**config.mk**
```make
export PLATFORM = sky130hd
export DESIGN_NAME = vga_sync_decoder
export DESIGN_NICKNAME = d
export VERILOG_FILES = /design/src/rtl/vga_pkg.sv /design/src/rtl/vga_sync_decoder_axis.sv /design/src/rtl/vga_sync_decoder.sv
export SDC_FILE = /design/constraint.sdc
export NUM_CORES = 1
export LEC_CHECK = 0
export ABC_AREA = 1
export CAP_MARGIN = 30
export CORE_MARGIN = 4
export CORE_UTILIZATION = 24
export CTS_CLUSTER_SIZE = 20
export DETAILED_ROUTE_END_ITERATION = 8
export PLACE_DENSITY_LB_ADDON = 0.15
export SETUP_SLACK_MARGIN = 0.2
export SYNTH_ARGS = -nofsm -noshare
export SYNTH_HDL_FRONTEND = slang
export SYNTH_HIERARCHICAL = 1
export SYNTH_SLANG_ARGS = --single-unit
```
**constraint.sdc**
```tcl
create_clock -name i_clk -period 3.1 [get_ports i_clk]
set_clock_uncertainty 0.15 [all_clocks]
set_input_delay 0.62 -clock i_clk [delete_from_list [all_inputs] [get_ports i_clk]]
set_output_delay 0.62 -clock i_clk [all_outputs]
set_load 0.01 [all_outputs]
```
**src/rtl/vga_pkg.sv**
```systemverilog
// vga_pkg: default VGA timing, axis total helper and lock FSM state type
// shared by the sync decoder and its per-axis trackers.
package vga_pkg;

    localparam int CNT_W = 12;

    localparam int DEF_H_ACTIVE = 640;
    localparam int DEF_H_FP     = 16;
    localparam int DEF_H_SYNC   = 96;
    localparam int DEF_H_BP     = 48;
    localparam int DEF_V_ACTIVE = 480;
    localparam int DEF_V_FP     = 10;
    localparam int DEF_V_SYNC   = 2;
    localparam int DEF_V_BP     = 33;

    typedef enum logic [1:0] {ACQUIRE, VERIFY, LOCKED} lock_state_t;

    function automatic int axis_total(input int active, input int fp, input int sync, input int bp);
        return active + fp + sync + bp;
    endfunction

endpackage

```
**src/rtl/vga_sync_decoder_axis.sv**
```systemverilog
// vga_axis_tracker: one timing axis -- sync edge detect, reload/wrap counter and
// a free-run prediction of where the next sync edge should land.
module vga_axis_tracker
    import vga_pkg::*;
#(
    parameter int TOT    = 800,
    parameter int RELOAD = 656,
    parameter bit POL    = 1'b0
) (
    input  logic             i_clk,
    input  logic             i_rst_n,
    input  logic             i_pix_en,
    input  logic             i_advance,
    input  logic             i_sync,
    output logic [CNT_W-1:0] o_cnt,
    output logic [CNT_W-1:0] o_cnt_nxt,
    output logic             o_edge,
    output logic             o_pred
);

    logic             r_prev;
    logic [CNT_W-1:0] r_cnt;
    logic             w_asserted;
    logic             w_wrap;
    logic [CNT_W-1:0] w_free;

    assign w_asserted = (i_sync == POL);
    assign w_wrap     = i_advance && (r_cnt == CNT_W'(TOT - 1));
    assign w_free     = !i_advance ? r_cnt : w_wrap ? '0 : r_cnt + CNT_W'(1);
    assign o_edge     = i_pix_en && w_asserted && !r_prev;
    // An edge is expected exactly when free-running would land on the reload point.
    assign o_pred     = i_advance && (w_free == CNT_W'(RELOAD));
    assign o_cnt_nxt  = o_edge ? CNT_W'(RELOAD) : w_free;
    assign o_cnt      = r_cnt;

    always_ff @(posedge i_clk) begin
        if (!i_rst_n) begin
            r_prev <= 1'b0;
            r_cnt  <= '0;
        end else if (i_pix_en) begin
            r_prev <= w_asserted;
            r_cnt  <= o_cnt_nxt;
        end
    end

endmodule

```
**src/rtl/vga_sync_decoder.sv**
```systemverilog
// vga_sync_decoder: rebuilds pixel column/line and active-video valid from received
// hsync/vsync, with a lock FSM that qualifies timing and flags sync disagreements.
module vga_sync_decoder
    import vga_pkg::*;
#(
    parameter int H_ACTIVE    = DEF_H_ACTIVE,
    parameter int H_FP        = DEF_H_FP,
    parameter int H_SYNC      = DEF_H_SYNC,
    parameter int H_BP        = DEF_H_BP,
    parameter int V_ACTIVE    = DEF_V_ACTIVE,
    parameter int V_FP        = DEF_V_FP,
    parameter int V_SYNC      = DEF_V_SYNC,
    parameter int V_BP        = DEF_V_BP,
    parameter bit HS_POL      = 1'b0,
    parameter bit VS_POL      = 1'b0,
    parameter int LOCK_FRAMES = 2
) (
    input  logic             i_clk,
    input  logic             i_rst_n,
    input  logic             i_pix_en,
    input  logic             i_hsync,
    input  logic             i_vsync,
    output logic [CNT_W-1:0] o_hdata,
    output logic [CNT_W-1:0] o_vdata,
    output logic             o_valid,
    output logic             o_locked,
    output logic             o_frame_start,
    output logic             o_sync_err
);

    localparam int H_TOT = axis_total(H_ACTIVE, H_FP, H_SYNC, H_BP);
    localparam int V_TOT = axis_total(V_ACTIVE, V_FP, V_SYNC, V_BP);
    localparam int GW    = $clog2(LOCK_FRAMES + 1);

    if (H_TOT > 4095 || V_TOT > 4095) begin : g_tot_check
        $error("vga_sync_decoder: H_TOT/V_TOT exceed 12-bit counters");
    end

    lock_state_t      r_state;
    logic [GW-1:0]    r_good;
    logic [CNT_W-1:0] w_h_nxt;
    logic [CNT_W-1:0] w_v_nxt;
    logic             w_h_wrap;
    logic             w_hs_edge;
    logic             w_hs_pred;
    logic             w_vs_edge;
    logic             w_vs_pred;
    logic             w_bad_edge;
    logic             w_miss;
    logic             w_drop;
    logic             w_good_vs;
    logic             w_gain;
    logic             w_lock_nxt;

    assign w_h_wrap = i_pix_en && (o_hdata == CNT_W'(H_TOT - 1));

    vga_axis_tracker #(.TOT(H_TOT), .RELOAD(H_ACTIVE + H_FP), .POL(HS_POL)) u_h (
        .i_clk     (i_clk),
        .i_rst_n   (i_rst_n),
        .i_pix_en  (i_pix_en),
        .i_advance (i_pix_en),
        .i_sync    (i_hsync),
        .o_cnt     (o_hdata),
        .o_cnt_nxt (w_h_nxt),
        .o_edge    (w_hs_edge),
        .o_pred    (w_hs_pred)
    );

    // The line counter advances on the horizontal wrap; a vsync reload overrides it.
    vga_axis_tracker #(.TOT(V_TOT), .RELOAD(V_ACTIVE + V_FP), .POL(VS_POL)) u_v (
        .i_clk     (i_clk),
        .i_rst_n   (i_rst_n),
        .i_pix_en  (i_pix_en),
        .i_advance (w_h_wrap),
        .i_sync    (i_vsync),
        .o_cnt     (o_vdata),
        .o_cnt_nxt (w_v_nxt),
        .o_edge    (w_vs_edge),
        .o_pred    (w_vs_pred)
    );

    assign w_bad_edge = (w_hs_edge && !w_hs_pred) || (w_vs_edge && !w_vs_pred);
    assign w_miss     = (w_hs_edge != w_hs_pred) || (w_vs_edge != w_vs_pred);
    assign w_drop     = (r_state == VERIFY && w_bad_edge) || (r_state == LOCKED && w_miss);
    assign w_good_vs  = (r_state == VERIFY) && !w_drop && w_vs_edge;
    assign w_gain     = w_good_vs && (r_good == GW'(LOCK_FRAMES - 1));
    assign w_lock_nxt = (r_state == LOCKED && !w_drop) || w_gain;

    always_ff @(posedge i_clk) begin
        if (!i_rst_n) begin
            r_state       <= ACQUIRE;
            r_good        <= '0;
            o_valid       <= 1'b0;
            o_locked      <= 1'b0;
            o_frame_start <= 1'b0;
            o_sync_err    <= 1'b0;
        end else begin
            o_valid       <= w_lock_nxt && (w_h_nxt < CNT_W'(H_ACTIVE)) && (w_v_nxt < CNT_W'(V_ACTIVE));
            o_locked      <= w_lock_nxt;
            o_frame_start <= i_pix_en && w_lock_nxt && (w_h_nxt == '0) && (w_v_nxt == '0);
            o_sync_err    <= (r_state == LOCKED) && w_drop;
            case (r_state)
                ACQUIRE: begin
                    if (w_vs_edge) begin
                        r_state <= VERIFY;
                        r_good  <= '0;
                    end
                end
                VERIFY: begin
                    if (w_drop) r_state <= ACQUIRE;
                    else if (w_gain) r_state <= LOCKED;
                    if (w_good_vs) r_good <= r_good + GW'(1);
                end
                LOCKED: begin
                    if (w_drop) r_state <= ACQUIRE;
                end
                default: r_state <= ACQUIRE;
            endcase
        end
    end

endmodule

```
# --- Yosys cells after proc, flatten, opt, wreduce, memory -nomap -nowiden ---
# Cells that the tools add are included.
totals:
  regBits: 34
  input_bits: 5
  out_inout_bits: 28
classes:
  add_sub_neg: 3
  order_cmp: 2
  eq_ne: 13
  n_mux: 14
  n_bitwise: 2
  n_reduce_logical: 37
op_table:
  columns: ["op", "count"]
  rows:
  - ["12-bit two-way mux", 6]
  - ["12-bit by 10-bit == test with 1-bit output (second input constant)", 3]
  - ["12-bit by 1-bit adder with 12-bit output (second input constant)", 2]
  - ["12-bit logical NOT", 2]
  - ["1-bit logical AND", 22]
  - ["12-bit by 9-bit == test with 1-bit output (second input constant)", 1]
  - ["12-bit by 10-bit less-than comparator with 1-bit output (second input constant)", 1]
  - ["12-bit by 9-bit less-than comparator with 1-bit output (second input constant)", 1]
  - ["2-bit two-way mux", 6]
  - ["2-bit one-hot mux with 3 select lines", 1]
  - ["3-bit AND reduction", 2]
  - ["1-bit logical NOT", 5]
  - ["2-bit by 1-bit == test with 1-bit output (second input constant)", 2]
  - ["1-bit logical OR", 4]
  - ["2-bit != test (second input constant)", 2]
  - ["2-bit one-hot mux with 2 select lines", 1]
  - ["3-bit != test (second input constant)", 1]
  - ["2-bit by 1-bit adder with 2-bit output (second input constant)", 1]
  - ["2-bit == test (second input constant)", 1]
  - ["2-bit logical NOT", 1]
  - ["1-bit != test", 2]
  - ["2-bit by 1-bit != test with 1-bit output (second input constant)", 1]
  - ["1-bit NOT", 2]
  - ["2-bit nonzero test", 1]

# --- Logic depth before layout (Yosys ltp) ---
# Gate-level depths: netlist (run 1).
depth:
  word_depth: 20
  ltp_mapped: 23
  depth_no_buf: 22

# --- Hierarchy ---
# The synthesis (run 1) kept the hierarchy.
modules_own_cells:
  columns: ["module", "instances", "cells_per_inst", "area_per_inst_um2", "seq_area_each_um2"]
  rows:
  - ["vga_axis_tracker at u_v", 1, 174, 1049.8, 260.2]
  - ["vga_axis_tracker at u_h", 1, 155, 953.4, 260.2]
  - ["vga_sync_decoder", 1, 106, 603.1, 160.2]

# --- Worst setup path before layout (run 1) ---
# No wires, ideal clock.
synth_path:
  kind: "reg2reg"
  startpoint: "register u_h.r_cnt[3] (netlist: u_h/o_cnt[3])"
  endpoint: "register r_good[0]"
  arrival_ps: 2484
  t_required_ps: 2835
  slack_ps: 351
  stages_incl_launch_ff: 20
  path_buffers: 1
  period_less_slack_ps: 2749
  cell_sequence: "dfxtp_1 > inv_1 > nor3_1 > nand3_1 > nor2_1 > buf_4 > nand2_1 > nor2_2 > nand3_4 > nand2_2 > nand3_2 > nor2_1 > nand3_1 > nor2_1 > inv_1 > ha_1 > o21ai_0 > nand4_1 > nand2_1 > nor2_1"
synth_between:
  elab_chain_len: 17
  elab_cells_between_ends: 28
  cone_classes: "add/sub: 1; eq/ne: 6; mux: 4; reduce/logical: 17"
synth_rtl:
  columns: ["element", "line_no", "rtl"]
  rows:
  - ["start: declaration", "vga_sync_decoder_axis.sv:22", "logic [CNT_W-1:0] r_cnt;"]
  - ["start signal: assignment", "vga_sync_decoder_axis.sv:42", "r_cnt <= o_cnt_nxt;"]
  - ["12-bit by 10-bit == test with 1-bit output *", "vga_sync_decoder.sv:55", "assign w_h_wrap = i_pix_en && (o_hdata == CNT_W'(H_TOT - 1));"]
  - ["1-bit logical AND *", "vga_sync_decoder.sv:55", null]
  - ["named net w_h_wrap", "vga_sync_decoder.sv:43", "logic w_h_wrap;"]
  - ["1-bit logical AND", "vga_sync_decoder_axis.sv:28", "assign w_wrap = i_advance && (r_cnt == CNT_W'(TOT - 1));"]
  - ["12-bit two-way mux (2 in a row)", "vga_sync_decoder_axis.sv:29", "assign w_free = !i_advance ? r_cnt : w_wrap ? '0 : r_cnt + CNT_W'(1);"]
  - ["12-bit by 9-bit == test with 1-bit output", "vga_sync_decoder_axis.sv:32", "assign o_pred = i_advance && (w_free == CNT_W'(RELOAD));"]
  - ["1-bit logical AND *", "vga_sync_decoder_axis.sv:32", null]
  - ["named net w_vs_pred", "vga_sync_decoder.sv:47", "logic w_vs_pred;"]
  - ["1-bit logical NOT", "vga_sync_decoder.sv:82", "assign w_bad_edge = (w_hs_edge && !w_hs_pred) || (w_vs_edge && !w_vs_pred);"]
  - ["1-bit logical AND", "vga_sync_decoder.sv:82", null]
  - ["1-bit logical OR", "vga_sync_decoder.sv:82", null]
  - ["1-bit logical AND", "vga_sync_decoder.sv:84", "assign w_drop = (r_state == VERIFY && w_bad_edge) || (r_state == LOCKED && w_miss);"]
  - ["1-bit logical OR *", "vga_sync_decoder.sv:84", null]
  - ["1-bit logical NOT *", "vga_sync_decoder.sv:85", "assign w_good_vs = (r_state == VERIFY) && !w_drop && w_vs_edge;"]
  - ["1-bit logical AND * (2 in a row)", "vga_sync_decoder.sv:85", null]
  - ["2-bit != test (no line) *", null, null]
  - ["3-bit AND reduction (no line) *", null, null]
  - ["end signal: assignment", "vga_sync_decoder.sv:112", "if (w_good_vs) r_good <= r_good + GW'(1);"]
  - ["end: declaration", "vga_sync_decoder.sv:40", "logic [GW-1:0] r_good;"]
# The timed path passes the listed nets; every way through them passes the cells marked *.
# A chain may end at the register's enable or synchronous reset.

# --- Worst setup path after layout (run 1) ---
layout_path:
  startpoint: "register u_h.r_cnt[2] (netlist: u_h/o_cnt[2])"
  endpoint: "register o_frame_start"
layout_between:
  elab_chain_len: 20
  elab_cells_between_ends: 36
  cone_classes: "add/sub: 1; eq/ne: 5; mux: 6; reduce/logical: 24"
layout_rtl:
  columns: ["element", "line_no", "rtl"]
  rows:
  - ["12-bit by 10-bit == test with 1-bit output *", "vga_sync_decoder.sv:55", null]
  - ["1-bit logical AND *", "vga_sync_decoder.sv:55", null]
  - ["named net w_h_wrap", "vga_sync_decoder.sv:43", null]
  - ["1-bit logical AND", "vga_sync_decoder_axis.sv:28", null]
  - ["12-bit two-way mux (2 in a row)", "vga_sync_decoder_axis.sv:29", null]
  - ["12-bit by 9-bit == test with 1-bit output", "vga_sync_decoder_axis.sv:32", null]
  - ["1-bit logical AND *", "vga_sync_decoder_axis.sv:32", null]
  - ["named net w_vs_pred", "vga_sync_decoder.sv:47", null]
  - ["[... 2 more ...]", null, null]
  - ["1-bit logical OR", "vga_sync_decoder.sv:82", null]
  - ["1-bit logical AND", "vga_sync_decoder.sv:84", null]
  - ["1-bit logical OR *", "vga_sync_decoder.sv:84", null]
  - ["1-bit logical NOT *", "vga_sync_decoder.sv:85, vga_sync_decoder.sv:87", null]
  - ["1-bit logical AND (2 in a row)", "vga_sync_decoder.sv:85", null]
  - ["1-bit logical AND", "vga_sync_decoder.sv:86", "assign w_gain = w_good_vs && (r_good == GW'(LOCK_FRAMES - 1));"]
  - ["1-bit logical OR *", "vga_sync_decoder.sv:87", "assign w_lock_nxt = (r_state == LOCKED && !w_drop) || w_gain;"]
  - ["1-bit logical AND * (3 in a row)", "vga_sync_decoder.sv:100", "o_frame_start <= i_pix_en && w_lock_nxt && (w_h_nxt == '0) && (w_v_nxt == '0);"]
  - ["end signal: assignment", "vga_sync_decoder.sv:100", null]
  - ["end: declaration", "vga_sync_decoder.sv:27", "output logic o_frame_start,"]
# Marks and branches as above.

==> flow_summary.json, run 1 <==
{
  "synth_edf_count": 0,
  "start_kind": "flip-flop",
  "syn_area_per_cell_um2": 5.99,
  "leakage_nw": 1.82,
  "cts_made_buffers": 5,
  "reg2reg_slack_ps": 350,
  "outcome": "completed",
  "final.setup.tns_ps": 0,
  "synth_cell_type_count": 34,
  "n_antenna_cell": 0,
  "synthDominantCellAreaShare_pct": 26.1,
  "r2r-end": "o_frame_start$_SDFF_PN0_",
  "synthArstFlopShare_pct": 0,
  "fmax_mhz": 364,
  "finalSetupViolCount": 0,
  "cts-root-buf": "clkbuf_8",
  "ys_ff_latch": 34,
  "multi_input_area_um2": 1610,
  "antenna_found_initial": 0,
  "clockBufferDepth": 2,
  "slew_headroom_pct": 73.6,
  "via_count": 2940,
  "min_from": "r_good[1]$_SDFFE_PN0P_",
  "syn_to_final_growth_pct": 46.2,
  "hp-class": "flip-flop to flip-flop",
  "worstMarginPinSlew_ps": 394,
  "cp.required_ps": 3170,
  "fin_util_pct": 36.4,
  "cts_htree_levels": 2,
  "hold_ws_ps": 322,
  "synth_cells": 435,
  "grt_pass1_vias": 2784,
  "dr.pass1.iters": 4,
  "nNetsFinal": 552,
  "die_x_um": 112,
  "grt_max_degree": 16,
  "grt_overflow_total": 0,
  "drc": 0,
  "synth.largest_area_cell": "dfxtp_1",
  "core_area_um2": 10500,
  "hold_buffers": 0,
  "hold_viol": 0,
  "mostFrequentLayoutCell": "nand2_1",
  "yosys_warnings": 6,
  "wl_per_cell_um": 12.2,
  "track_usage_pct": 13.3,
  "powerDensity_nw_per_um2": 319,
  "cp_max_fo": 4,
  "hpwlAfterDp_um": 6650,
  "r2r_start": "u_h/o_cnt[2]$_SDFFE_PN0P_",
  "vias_per_cell": 4.34,
  "power_w": 0.00122,
  "place.gp.congestion": 0.880,
  "critPathCaptureType": "flip-flop",
  "die_h_um": 112,
  "clk_pin_slew_ps": 70,
  "grt_setup_unrepaired": "yes",
  "drv_cap": 0,
  "syn_nets": 446,
  "grt_pass1_wl_um": 13800,
  "synth_area_um2": 2610,
  "ys_seq_area_share_pct": 26.1,
  "min_delay_path_depth": 2,
  "timing.final.crit_period_ps": 2750,
  "post-route-period-util_pct": 88.7,
  "drive_gt1_share_pct": 25.8,
  "io_buffers": 32,
  "reg2regPathDepth": 20,
  "synthTopCellsByArea": "dfxtp_1, nand2_1, inv_1",
  "critical_path_class": "flip-flop to flip-flop",
  "initial_utilization_pct": 24.9,
  "slew_violations": 0,
  "cts_sinks": 34,
  "wl_um": 8290,
  "synth-main-ff-cell": "dfxtp_1",
  "ir_drop_v": 0.000176,
  "rows": 37,
  "die_area_um2": 12600,
  "fillCellCount": 1222,
  "layout_common_cells": "nand2_1, inv_1, buf_4",
  "regArea_um2": 687,
  "min_to": "r_good[1]$_SDFFE_PN0P_",
  "cp.arrival_ps": 2820,
  "worstSkewPairLatency_ps": 280,
  "ios": 33,
  "drt-initial-drc-count": 88,
  "ant_nets": 0,
  "cts_tree": "yes"
}
-- state kept, by name, indices dropped and copies added (netlist names) --
register	cells
r_good	2
u_v/r_prev	1
r_state	2
o_locked	1
o_sync_err	1
u_h/o_cnt	12
u_h/r_prev	1
u_v/o_cnt	12
o_frame_start	1
o_valid	1
-- cell usage after synthesis, types with 8 or more instances --
master and count:
inv_2 8, nand3_1 40, inv_1 84, o21ai_1 10, o21ai_0 19, nor2_1 39, dfxtp_1 34, nor2_2 12
a21oi_1 27, nand4_1 12, nand2_1 98
-- repair_timing --
action / in CTS / in global routing
pin swaps: 2 / 13
endpoints found under the setup margin: 8 / 7
buffers inserted: 0 / 3
cloned: 0 / 0
gates resized for setup: 5 / 22
-- logic make-up after synthesis --
| logic type | synth area share [%] |
|---|---|
| xor gates and xnor gates | 1.01 |
| buffers and inverters | 14.8 |
| DFF | 26.1 |
| adders and majority gates | 2.88 |
| and+or+nand+nor | 42.2 |
| AOI/OAI and AO/OA | 12.9 |
-- layer usage --
metal / GRT usage, % / wire, µm / up-vias / share of wire (%)
met5: 0 / 0 / - / 0
met4: 2.40 / 52 / 0 / 0.63
met3: 1.94 / 187 / 2 / 2.3
met2: 21.0 / 3760 / 32 / 45
met1: 19.3 / 4290 / 1329 / 52
li1: - / - / 1577 / -
-- power breakdown --
part	leakage, nW	switching (W)	internal (W)
Clock	0.0575	0.000168	0.000225
Combinational	1.48	0.000181	0.000154
Sequential	0.281	0.0000264	0.000461
Total	1.82	0.000375	0.000840
-- area by class of cell --
type,instances,area share [%]
clock buffer,8,2.89
inverter,95,9.43
multi-input combinational,300,42.3
sequential,34,18.0
tap,136,4.47
timing repair buffer,105,22.9
-- metrics by stage --
step | worst slack (ps) | area [µm²] | cells
after floorplan | 351 | 2610 | 435
after global placement | -247 | 3590 | 667
after detailed placement | -294 | 3590 | 667
after CTS | 301 | 3710 | 675
after global routing | 142 | 3810 | 678
final | 351 | 3810 | 678
-- critical path, cell delays in order (launching register included) --
cell and delay, ps:
dfxtp_2 350, nand2_2 50, nor3_2 160, nand3_2 110, nor2_1 120, buf_4 140
buf_6 110, inv_4 40, nor2_4 80, inv_2 50, o21ai_2 140, nand3_1 100
or2_0 240, nor2_1 120, inv_1 70, ha_4 160, nor2_2 130, nand4_1 130
nand2_2 110, inv_1 40, nor2_1 100
-- worst max-delay path by stage --
stage	startpoint	to	slack, ps	depth (start not counted)
after floorplan	u_h/o_cnt[3]$_SDFFE_PN0P_	r_good[0]$_SDFFE_PN0P_	350	19
after global placement	i_pix_en	r_good[1]$_SDFFE_PN0P_	-250	19
after detailed placement	i_pix_en	r_good[0]$_SDFFE_PN0P_	-290	19
after CTS	u_h/o_cnt[2]$_SDFFE_PN0P_	r_good[0]$_SDFFE_PN0P_	300	20
after global routing	u_h/o_cnt[2]$_SDFFE_PN0P_	r_good[0]$_SDFFE_PN0P_	140	20
final	u_h/o_cnt[2]$_SDFFE_PN0P_	o_frame_start$_SDFF_PN0_	350	20
(Power assumes the default switching activity.)
==> run 2, diff against run 1 <==
CTS_BUF_LIST = sky130_fd_sc_hd__clkbuf_8   (was not set)
GPL_TIMING_DRIVEN = 0   (was not set)
==> run 2 against run 1 <==
Against the previous run: flip-flop and latch count is the same; hold slack gained 7.2 ps; critical path depth is the same; first-iteration DRC count grew 40%; total power shrank 4.3%; final cell count shrank 8.0%; register-to-register slack lost 80 ps; critical path type unchanged.
==> flow_summary.json, run 2 (same netlist as run 1, synthesis figures left out) <==
{
  "fmax_mhz": 353,
  "die_x_um": 112,
  "slew_headroom_pct": 47.1,
  "drt-initial-drc-count": 123,
  "initial_utilization_pct": 24.9,
  "p_int_w": 0.000793,
  "hold_buffers": 0,
  "syn_to_final_growth_pct": 31.0,
  "grt_pass1_vias": 2669,
  "mostFrequentLayoutCell": "nand2_1",
  "grt_pass1_wl_um": 13400,
  "critPathCaptureType": "flip-flop",
  "drv_cap": 0,
  "pwr-share-seq_pct": 42.4,
  "final.setup.tns_ps": 0,
  "ios": 33,
  "vias_per_cell": 4.46,
  "dr.pass1.iters": 5,
  "n_antenna_cell": 0,
  "layout_common_cells": "nand2_1, inv_1, nand3_1",
  "ir_drop_v": 0.000137,
  "core_area_um2": 10500,
  "finalInstanceArea_um2": 3410,
  "antenna_found_initial": 0,
  "clkPwrFrac_pct": 34.4,
  "cp.required_ps": 3180,
  "wl_per_cell_um": 12.5,
  "start_kind": "flip-flop",
  "io_buffers": 32,
  "die_area_um2": 12600,
  "hpwlAfterDp_um": 5890,
  "cts_made_buffers": 5,
  "die_h_um": 112,
  "p_sw_share_pct": 31.9,
  "post-route-period-util_pct": 91.3,
  "cp.arrival_ps": 2920,
  "grt_max_degree": 19,
  "grt_setup_unrepaired": "yes",
  "cts-root-buf": "clkbuf_8",
  "cp_max_fo": 5,
  "drive_gt1_share_pct": 18.9,
  "ant_nets": 0,
  "power_switching_w": 0.000371,
  "drc": 0,
  "fillCellCount": 1191,
  "cts_tree": "yes",
  "slew_violations": 0,
  "place_area_um2": 3100,
  "grt_overflow_total": 0,
  "cts_htree_levels": 2,
  "clk_pin_slew_ps": 80,
  "rows": 37,
  "hp-class": "flip-flop to flip-flop",
  "worstMarginPinSlew_ps": 790,
  "hold_viol": 0,
  "critical_path_class": "flip-flop to flip-flop",
  "cts_sinks": 34,
  "worstSkewPairLatency_ps": 290,
  "track_usage_pct": 12.9,
  "finalSetupViolCount": 0,
  "nNetsFinal": 498,
  "place.gp.congestion": 0.821,
  "timing.final.crit_period_ps": 2830,
  "leakage_nw": 1.58,
  "outcome": "completed",
  "p_comb_share_pct": 23.1,
  "clockBufferDepth": 2,
  "powerDensity_nw_per_um2": 341,
  "wl_um": 7800,
  "power_w": 0.00116,
  "via_count": 2783
}
-- run 2: cell types whose count changed in the layout (fill, tap and decap cells not counted), moves of 3 or more --
cell / before / now
inv_2: 8 / 11
clkbuf_1: 0 / 4
dfxtp_1: 29 / 26
dfxtp_4: 0 / 5
buf_4: 72 / 14
-- run 2: final cells by class --
class                   instances  area [µm²]  area share [%]
inverters                      95         357            10.4
clock buffers                   8         110            3.22
well taps                     136         170            4.98
multi-input cells             300        1620            47.5
flip-flops and latches         34         703            20.6
plain buffers                   6        33.8           0.989
repair buffers                 45         419            12.3
-- run 2: final timing paths --
kind,from,to,slack (ps),cells after the start
worst max-delay path,u_h/o_cnt[3]$_SDFFE_PN0P_,o_valid$_SDFF_PN0_,270,20
worst min-delay path,r_good[1]$_SDFFE_PN0P_,r_good[1]$_SDFFE_PN0P_,330,2
worst max register to register,u_h/o_cnt[3]$_SDFFE_PN0P_,o_valid$_SDFF_PN0_,270,20
worst min register to register,r_good[1]$_SDFFE_PN0P_,r_good[1]$_SDFFE_PN0P_,330,2
-- run 2: metrics by stage --
step | instances | utilization [%] | setup WS, ps | hold slack (ps)
after floorplan | 435 | - | 351 | 287
after global placement | 603 | 29.6 | -1000 | 302
after detailed placement | 603 | 29.6 | -1040 | 311
after CTS | 617 | 31.3 | 202 | 329
after global routing | 624 | 32.6 | 7.73 | 376
final | 624 | 32.6 | 270 | 329
-- run 2: worst max-delay path, stage by stage (launching register included) --
cell and delay, ps:
dfxtp_4 350, inv_2 30, nor3_2 160, nand3_1 120, nor2_2 170, buf_6 150
nand2_2 80, nor2_4 150, nand3_1 90, nand2_1 60, o21ai_1 80, or2_1 270
nor2_1 110, inv_1 80, ha_4 260, nand2_2 40, inv_2 60, nand3_2 60
nand2_2 100, nand2_4 60, nor2_2 120
-- run 2: routing by layer --
layer,routed length [µm],up-vias,track usage (%)
met3,227,5,1.99
li1,-,1473,-
met4,67,0,3.13
met2,3620,36,20.5
met1,3890,1269,18.4
met5,0,-,0
-- run 2: repair_timing --
item | CTS | global route
gates cloned | 0 | 0
pin swaps | 4 | 20
setup buffers | 6 | 7
resized for setup | 21 | 25
setup endpoints to repair | 9 | 8
-- run 2: power groups by stage --
stage / sequential (W) / combinational (W) / clock [W]
2_1_floorplan: 0.000507 / 0.000151 / 0
3_3_place_gp: 0.000508 / 0.000252 / 0
3_5_place_dp: 0.000508 / 0.000251 / 0
4_1_cts: 0.000495 / 0.000261 / 0.000417
5_1_grt: 0.000500 / 0.000312 / 0.000432
6_report: 0.000493 / 0.000269 / 0.000401
==> run 3, diff against run 2 <==
ABC_CLOCK_PERIOD_IN_PS = 3100   (was not set)
==> results of run 3 <==
No change in the layout: final DEF, timing and power equal those of run 2.
==> variant (flow settings as in run 3) <==
One comparison of `r_cnt` changes from == to >=.
--- a/src/rtl/vga_sync_decoder_axis.sv
+++ b/src/rtl/vga_sync_decoder_axis.sv
@@ -27,3 +27,3 @@
     assign w_asserted = (i_sync == POL);
-    assign w_wrap     = i_advance && (r_cnt == CNT_W'(TOT - 1));
+    assign w_wrap     = i_advance && (r_cnt >= CNT_W'(TOT - 1));
     assign w_free     = !i_advance ? r_cnt : w_wrap ? '0 : r_cnt + CNT_W'(1);
Check against the original RTL: no difference found for any inputs over 10 cycles, from zero or initial values and one cycle with i_rst_n low; that may be too few to reach the edited logic, so the function may still have changed.
==> variant against run 3 <==
Via count is 3.3% lower; cell area is 2.5% lower; maximum frequency is 0.97% lower; wire length is 4.1% lower; combinational power is 12% higher; sequential cell count stayed put; critical path depth stayed put; area after synthesis is 0.19% lower; sequential share of layout area is 0.60 points higher; setup slack worse by 0.028 ns; hold slack better by 0.00079 ns; count of clock-buffer cells in the layout is 2 lower; power is 1.4% lower.
==> variant: results (changes against run 3) <==
----------------------------------------------------
[Detailed routing]
  Initial drt markers ... 89 (-28%)
  Wire length on met1 ... 3600 um (-7.4%)
  DRT Wirelength ... 7480 um (-4.1%)
  Avg Vias per Cell ... 4.40 (-1.3%)
  Drt pass-1 iters ... 4 (-1)
  Top layer used by detailed routing ... met4
  Routed length on met2 ... 3560 um (-1.8%)
  Wire length on met3 ... 282 um (+24%)
  Number of vias in the routed layout ... 2,690 (-3.3%)

[Final layout]
  Fraction of layout instances using a drive strength above 1 ... 0.194 (+0.00516)
  Final Net Count ... 485 (-2.6%)
  Number of antenna cells inserted ... 0 (unchanged)
  Filler Cells Inserted ... 1,206 (+1.3%)

[Min path]
  Hold Path Cell Cnt ... 2 (unchanged)
  WHS Endpoint ... r_good[1]

[Global routing]
  Maximum number of pins on one net before global-route repair ... 22 (+3)
  Number of global-route vias before repair ... 2,475 (-7.3%)
  Gr usage total ... 0.117 (-0.0122)
  Wire length of the first global-routing pass ... 12,000 um (-10%)

[Worst setup path]
  Critical Path AT ... 2.93 ns (about the same)
  Register-to-register setup slack ... 0.24 ns (-0.03 ns)
  Master of the slowest instance on the critical path ... dfxtp_4
  Worst R2R Start ... u_h/o_cnt[10]
  Highest cell delay on the worst timing path ... 0.37 ns (+0.02 ns)
  Worst-path maximum fanout ... 6 (+1)

[Placement]
  Detail Placement HPWL ... 5670 um (-3.7%)
  Placer congestion estimate ... 0.806 (-1.8%)
  Number of input and output port buffers inserted ... 32 (unchanged)
  Pre-CTS setup slack ... -0.889 ns (+0.155 ns)
  Total instance count after detailed placement ... 597 (-1.0%)
  Instance area after placement ... 3090 um2 (-0.16%)

[Logic synthesis]
  XOR/XNOR Fraction of Synth Area ... 0.00673 (-0.00335)
  Yosys warning total ... 6 (unchanged)
  Number of library cell types mapped by synthesis ... 33 (-2.9%)
  Syn Area/Cell ... 6.06 um2 (+1.2%)
  Arithmetic-cell share of the synthesized area counting full adders, half adders and majority gates ... 0.0289 (+0.0000554)
  Post-synthesis net count ... 440 (-1.3%)
  Portion of the post-synthesis area used by sequential elements ... 0.262 (+0.000502)
  Top post-synthesis cells by count ... nand2_1, inv_1, nor2_1
  Compound-Gate Fraction of Synth Area ... 0.145 (+0.0156)
  Top cells by area, synth ... dfxtp_1, nand2_1, inv_1, nand3_1, nor2_1

[Clock network]
  # resized after CTS ... 20 (-4.8%)
  Deepest clock path buffer count ... 2 (unchanged)
  Setup repair bufs after CTS ... 1 (-5)
  CTS Buf Count ... 5 (unchanged)
  H-Tree Depth ... 2 (unchanged)

[Run status]
  Result of the run ... completed

[Timing]
  Final worst hold slack ... 0.330 ns (+0.000789 ns)
  Top achievable clock speed ... 350 MHz (-0.97%)
  Pin slew with the least headroom to its limit ... 0.876 ns (+0.0854 ns)

[Pwr]
  Static Leak ... 1.66 nW (+4.9%)
  Max rail drop VDD ... 0.000131 V (-4.3%)

----------------------------------------------------
-- variant: changes by cell type in the layout (fill, tap and decap cells not counted), sizes merged --
cell,before,now
nand4,13,12
o21bai,2,0
nand2,104,110
xor2,3,2
nor3,4,3
buf,16,11
clkbuf,12,9
nand3,44,33
nor2,57,47
a21boi,0,1
o21ai,30,35
inv,92,104
clkinv,3,1
o21a,1,0
-- variant: tightest hold or removal path, stage by stage (launching register included) --
cell     delay [ns]
dfxtp_1        0.34
a31oi_1        0.04
nor2_1         0.07
-- variant: area by class of cell --
cell class | instances | area [um2] | share of cell area
multi-input cells | 285 | 1570 | 0.472
flip-flops and latches | 34 | 706 | 0.212
inverters | 103 | 389 | 0.117
repair buffers | 38 | 360 | 0.108
well taps | 136 | 170 | 0.0511
clock buffers | 6 | 82.6 | 0.0248
plain buffers | 7 | 42.5 | 0.0128
clock inverters | 2 | 8.76 | 0.00263
-- variant: logic make-up (layout without fill, tap and decap cells) --
family                     after synthesis  count (layout)
DFF                                     34              34
AOI/OAI and AO/OA                       66              66
and+or+nand+nor                        211             211
xor gates and xnor gates                 2               2
adders and majority gates                6               6
buffers and inverters                  110             156
-- variant: metal layers --
metal	global-route usage	up-vias
li1	-	1417
met1	0.154	1213
met2	0.200	56
met3	0.0205	4
met4	0.0264	0
met5	0	-
-- variant: where the power goes --
part	switching, mW	internal [mW]
combinational	0.177	0.123
clock	0.168	0.176
sequential	0.0418	0.461
-- variant: how the worst max path moves through the flow --
stage,depth (start not counted),end,from
floorplan,19,r_good[0],u_h/o_cnt[2]
global placement,18,r_good[0],i_pix_en
detailed placement,18,r_good[1],i_pix_en
CTS,19,o_valid,u_h/o_cnt[11]
global route,20,o_valid,u_h/o_cnt[10]
finish,20,o_valid,u_h/o_cnt[10]
